[src/rtl/ibuf_mp.sv]
// rtl/ibuf_mp.sv - multi-port IF/ID instruction buffer with optional IBUF_MP_ERR_EN violation tracking
`ifndef VA_SIZE
`define VA_SIZE 32
`endif

module ibuf_mp #(
    parameter int DEPTH = 8,
    parameter int NPUSH = 2,
    parameter int NPOP  = 2,
    localparam int W    = `VA_SIZE + 33,
    localparam int AW   = $clog2(DEPTH),
    localparam int PW   = AW + 1,
    localparam int CW   = $clog2(NPOP + 1)
) (
    input  logic               clk,
    input  logic               reset_n,
    input  logic               clear,
    output logic [NPUSH-1:0]   can_accept,
    input  logic [NPUSH-1:0]   push_vld,
    input  logic [NPUSH*W-1:0] push_data,
    input  logic [CW-1:0]      pop_cnt,
    output logic [NPOP-1:0]    out_vld,
    output logic [NPOP*W-1:0]  out_data,
    output logic [PW-1:0]      occupancy,
    output logic               err_sticky
);

    logic [W-1:0]  mem [DEPTH];
    logic [PW-1:0] wr_ptr, rd_ptr;
    logic [PW-1:0] free_cnt, push_num, push_acc, pop_acc;
    logic [PW-1:0] slot [NPUSH];

    // slot[k] is lane k's offset from wr_ptr after skipping unset lanes below it
    always_comb begin
        occupancy = wr_ptr - rd_ptr;
        free_cnt  = PW'(DEPTH) - occupancy;
        push_num  = '0;
        for (int k = 0; k < NPUSH; k++) begin
            slot[k]  = push_num;
            push_num = push_num + PW'(push_vld[k]);
        end
        push_acc = (push_num > free_cnt) ? free_cnt : push_num;
        pop_acc  = (PW'(pop_cnt) > occupancy) ? occupancy : PW'(pop_cnt);
    end

    always_comb begin
        for (int k = 0; k < NPUSH; k++) begin
            can_accept[k] = (free_cnt >= PW'(k + 1));
        end
        for (int j = 0; j < NPOP; j++) begin
            out_vld[j]          = (occupancy > PW'(j)) & ~clear;
            out_data[j*W +: W]  = mem[rd_ptr[AW-1:0] + AW'(j)];
        end
    end

    always_ff @(posedge clk or negedge reset_n) begin
        if (!reset_n) begin
            wr_ptr <= '0;
            rd_ptr <= '0;
            for (int i = 0; i < DEPTH; i++) begin
                mem[i] <= '0;
            end
        end else if (clear) begin
            wr_ptr <= '0;
            rd_ptr <= '0;
        end else begin
            for (int k = 0; k < NPUSH; k++) begin
                if (push_vld[k] && (slot[k] < free_cnt)) begin
                    mem[wr_ptr[AW-1:0] + slot[k][AW-1:0]] <= push_data[k*W +: W];
                end
            end
            wr_ptr <= wr_ptr + push_acc;
            rd_ptr <= rd_ptr + pop_acc;
        end
    end

`ifdef IBUF_MP_ERR_EN
    logic viol;
    assign viol = ~clear & ((push_num > free_cnt) | (PW'(pop_cnt) > occupancy) |
                            (pop_cnt > CW'(NPOP)));

    always_ff @(posedge clk or negedge reset_n) begin
        if (!reset_n) begin
            err_sticky <= 1'b0;
        end else if (viol) begin
            err_sticky <= 1'b1;
        end
    end

    a_no_violation: assert property (@(posedge clk) disable iff (!reset_n) !viol);
`else
    assign err_sticky = 1'b0;
`endif

endmodule

[config.mk]
export PLATFORM = sky130hd
export DESIGN_NAME = ibuf_mp
export DESIGN_NICKNAME = d
export VERILOG_FILES = /design/src/rtl/ibuf_mp.sv
export SDC_FILE = /design/constraint.sdc
export NUM_CORES = 2
export LEC_CHECK = 0
export CAP_MARGIN = 20
export CORE_MARGIN = 2
export CORE_UTILIZATION = 65
export CTS_CLUSTER_DIAMETER = 100
export DETAILED_ROUTE_END_ITERATION = 8
export DONT_BUFFER_PORTS = 1
export HOLD_SLACK_MARGIN = 0.06
export PLACE_DENSITY = 0.81
export SLEW_MARGIN = 20
export SYNTH_ARGS = -nofsm -noshare
export SYNTH_HDL_FRONTEND = slang
export SYNTH_SLANG_ARGS = --single-unit
[constraint.sdc]
create_clock -name clk -period 5 [get_ports clk]
set_input_delay 1.5 -clock clk [delete_from_list [all_inputs] [get_ports clk]]
set_output_delay 1.5 -clock clk [all_outputs]
set_load 0.01 [all_outputs]
==> out/qor.yml <==
yosys:
  yosysSeqAreaShare_pct: 41.29
  ys_types: 45
  yosys_warnings: 0
  syn_area_per_cell_um2: 11.89
  syn_area_um2: 32000
  yosys_register_bits: 528
  postSynthCellCount: 2692
clock_tree:
  numCtsBuffers: 57
  clk_pin_slew_ps: 60
  postCtsSetupBuffers: 0
  root_buffer: "clkbuf_16"
  cts_tree: "built"
  cts_sinks: 528
  clock_latency_ps: 630
  htreeDepth: 2
  cts_buffer_depth: 3
global_routing:
  grt_max_degree: 529
  track_usage_pct: 43.42
  grt_pass1_wl_mm: 168.0
  grt-ovfl-total: 0
  grt_antenna_before_repair: 0
  grt_pass1_vias: 27950
setup_path:
  critPathBufInv: 3
  cp.required_ps: 3500
  slowest_delay_ps: 690
  timing_worst_setup_path_type: "reg -> out"
  cp_cell_sequence: "ha_1, inv_1, fa_1, inv_1, ha_1, xnor2_1, nand4b_1, buf_4"
  cp_top_family: "adder cells"
  regToRegSetupSlack_ps: 480
  critical-path-slowest-cell: "fa_1"
  cp-end-kind: "output pin"
  cp_data_arrival_time_ps: 3330
  crit_fanout: 19
  start_kind: "flip-flop"
routing:
  routed_wl_mm: 109.6
  drc_errors: 0
  drtIter0Drc: 4194
  dr_total_vias: 27030
  vias_per_cell: 8.492
  drtPass1Iterations: 7
  ant_nets: 0
  wl_per_cell_um: 34.43
placement:
  portBuffers: 0
  place_hpwl_mm: 57.80
  gp_congestion: 0.8517
  place_inst: 3085
  post_dp_cell_area_um2: 32320
hold_path:
  min_path_type: "reg -> reg"
cells_and_area:
  syn_to_final_growth_pct: 6.659
  multi_input_area_um2: 17510
  seq_area_um2: 13220
  num_antenna_cells: 0
  stdcell_count: 3183
  num-nets-final: 2642
  drive_gt1_share_pct: 19.81
  final_util_pct: 70.02
  fill_cells: 3336
  final_cell_area_um2: 34130
sta:
  slew_headroom_pct: -70.89
  worstMarginPinSlew_ps: 2563
  setup_violations: 0
  whs_ps: 513.8
  slew_violations: 426
  fin_crit_ps: 4826
  fmax_ghz: 0.2072
  skew_ps: 15.72
  rsz0062_at_grt: "false"
  final.setup.tns_ps: 0
  fin_crit_sh_pct: 96.52
  hold_violations: 0
pwr:
  power.share.clock_pct: 15.8
  pwr-share-comb_pct: 54.3
  p_sw_uw: 11080
  cellLeakagePower_uw: 0.01289
  seq_power_share_pct: 29.8
  power.density_nw_per_um2: 776.7
  p_int_uw: 15430
  peakVddDrop_v: 0.0006419
  switching_share_pct: 41.78
die:
  core_um2: 48750
  die_h_um: 225.9
  io_pins: 276
  dieArea_um2: 51020
  rows: 81
  dieWidth_um: 225.9
  start_util_pct: 65.65
job:
  max-cap-violations: 0
status:
  status: "finished with violations"
  violations: "max-slew violations"
==> state kept, by name (all words and copies together) (netlist names) <==
signal  count
mem       520
rd_ptr      4
wr_ptr      4
==> power groups by stage <==
stage / combinational (uW) / sequential, uW / clock, uW
after floorplan: 10700 / 7250 / 0
after global placement: 13600 / 7660 / 0
after detailed placement: 14000 / 7870 / 0
after CTS: 14100 / 7830 / 4190
after global routing: 15100 / 8110 / 4380
final: 14400 / 7910 / 4190
==> path summary, 6_finish.rpt <==
| path | to | cells past startpoint | start |
|---|---|---|---|
| max in group asynchronous | mem[115] | 0 | reset_n |
| worst min-delay path | mem[446] | 1 | mem[446] |
| worst max-delay path | can_accept[1] | 8 | rd_ptr[0] |
| worst min register to register | mem[446] | 1 | mem[446] |
| min in group asynchronous | mem[511] | 0 | reset_n |
| worst max register to register | mem[260] | 11 | rd_ptr[0] |
==> logic make-up (layout without fill, tap and decap cells) <==
group / after synthesis / count (layout) / synth area share (%)
adders and majority gates: 25 / 25 / 1.048
AOI/OAI and AO/OA: 679 / 679 / 20.09
DFF: 528 / 528 / 41.29
buffers and inverters: 345 / 170 / 4.598
muxes: 330 / 330 / 20.75
other: 1 / 3 / 0.01172
xor gates and xnor gates: 11 / 11 / 0.3676
and+or+nand+nor: 773 / 773 / 11.85
==> layout make-up <==
cell class	instances	share of cell area, %
Multi-Input combinational cell	1821	51.30
Sequential cell	528	38.74
Clock buffer	89	5.008
Tap cell	664	2.434
Timing Repair Buffer	54	2.031
Clock inverter	9	0.2969
Inverter	18	0.1980
==> synth_stat cells <==
master    number  area (um2)
dfrtp_1      528       13210
nor3_1       391        1957
a221o_1      389        3894
mux4_2       260        5856
nand2_1      206       773.2
clkbuf_1     182       683.2
o32a_1       136        1361
o21a_1       130       975.9
buf_1         84       315.3
nand2b_1      69       431.7
nor2b_1       68       425.4
mux2_2        66       743.2
buf_2         41       205.2
ha_1          22       275.3
inv_1         17       63.81
nor2_1        15       56.30
buf_6         14       157.7
nand3_1        8       40.04
a21oi_1        7       35.03
a211oi_2       6       75.07
xor2_1         6       52.55
buf_4          5       37.54
a211oi_1       4       30.03
mux2i_1        4       40.04
or2_2          4       25.02
fa_1           3       60.06
xnor2_1        3       26.28
a211o_1        2       17.52
a21o_1         2       15.01
and3_1         2       12.51
nand4b_1       2       17.52
nor3b_1        2       15.01
nor4_1         2       12.51
a31oi_1        1       6.260
and2_0         1       6.260
clkbuf_2       1       5.000
conb_1         1       3.750
inv_2          1       3.750
nand3b_1       1       7.510
nand4_1        1       6.260
o211a_1        1       10.01
o221ai_1       1       8.760
or3_1          1       6.260
xnor2_2        1       16.27
xnor3_1        1       22.52
==> cells in the final DEF (no fill, tap or decap), types with 6 or more instances in the layout <==
cell and count:
nand2b_1 69, nand3_2 6, o32a_2 6, a211oi_4 8, nor3_1 391, o32a_1 130, mux2_2 66, nor2_1 15
inv_1 16, ha_1 21, a21oi_1 7, clkbuf_16 59, mux4_2 260, a221o_1 389, clkbuf_8 12, buf_12 23
clkbuf_1 18, nor2b_1 67, dfrtp_1 525, nand2_1 204, buf_4 31, o21a_1 130
==> through the flow <==
stage | total power [uW] | worst slack (ps)
after floorplan | 17980 | 542.3
after global placement | 21290 | 836.2
after detailed placement | 21910 | 661.1
after CTS | 26150 | 91.38
after global routing | 27560 | 26.40
final | 26510 | 173.8
==> metal layers <==
metal	track usage, %	vias up	part of all wire [%]
met4	26.58	0	6.6
met3	13.97	586	14
met5	0	-	0
met1	54.91	13580	34
li1	-	10480	-
met2	65.59	2385	46
==> repair_timing <==
item                       CTS  global route
resized for setup            0             1
hold endpoints to repair     0             0
setup endpoints to repair    0             1
hold buffers                 0             0
(Power assumes the default switching activity.)
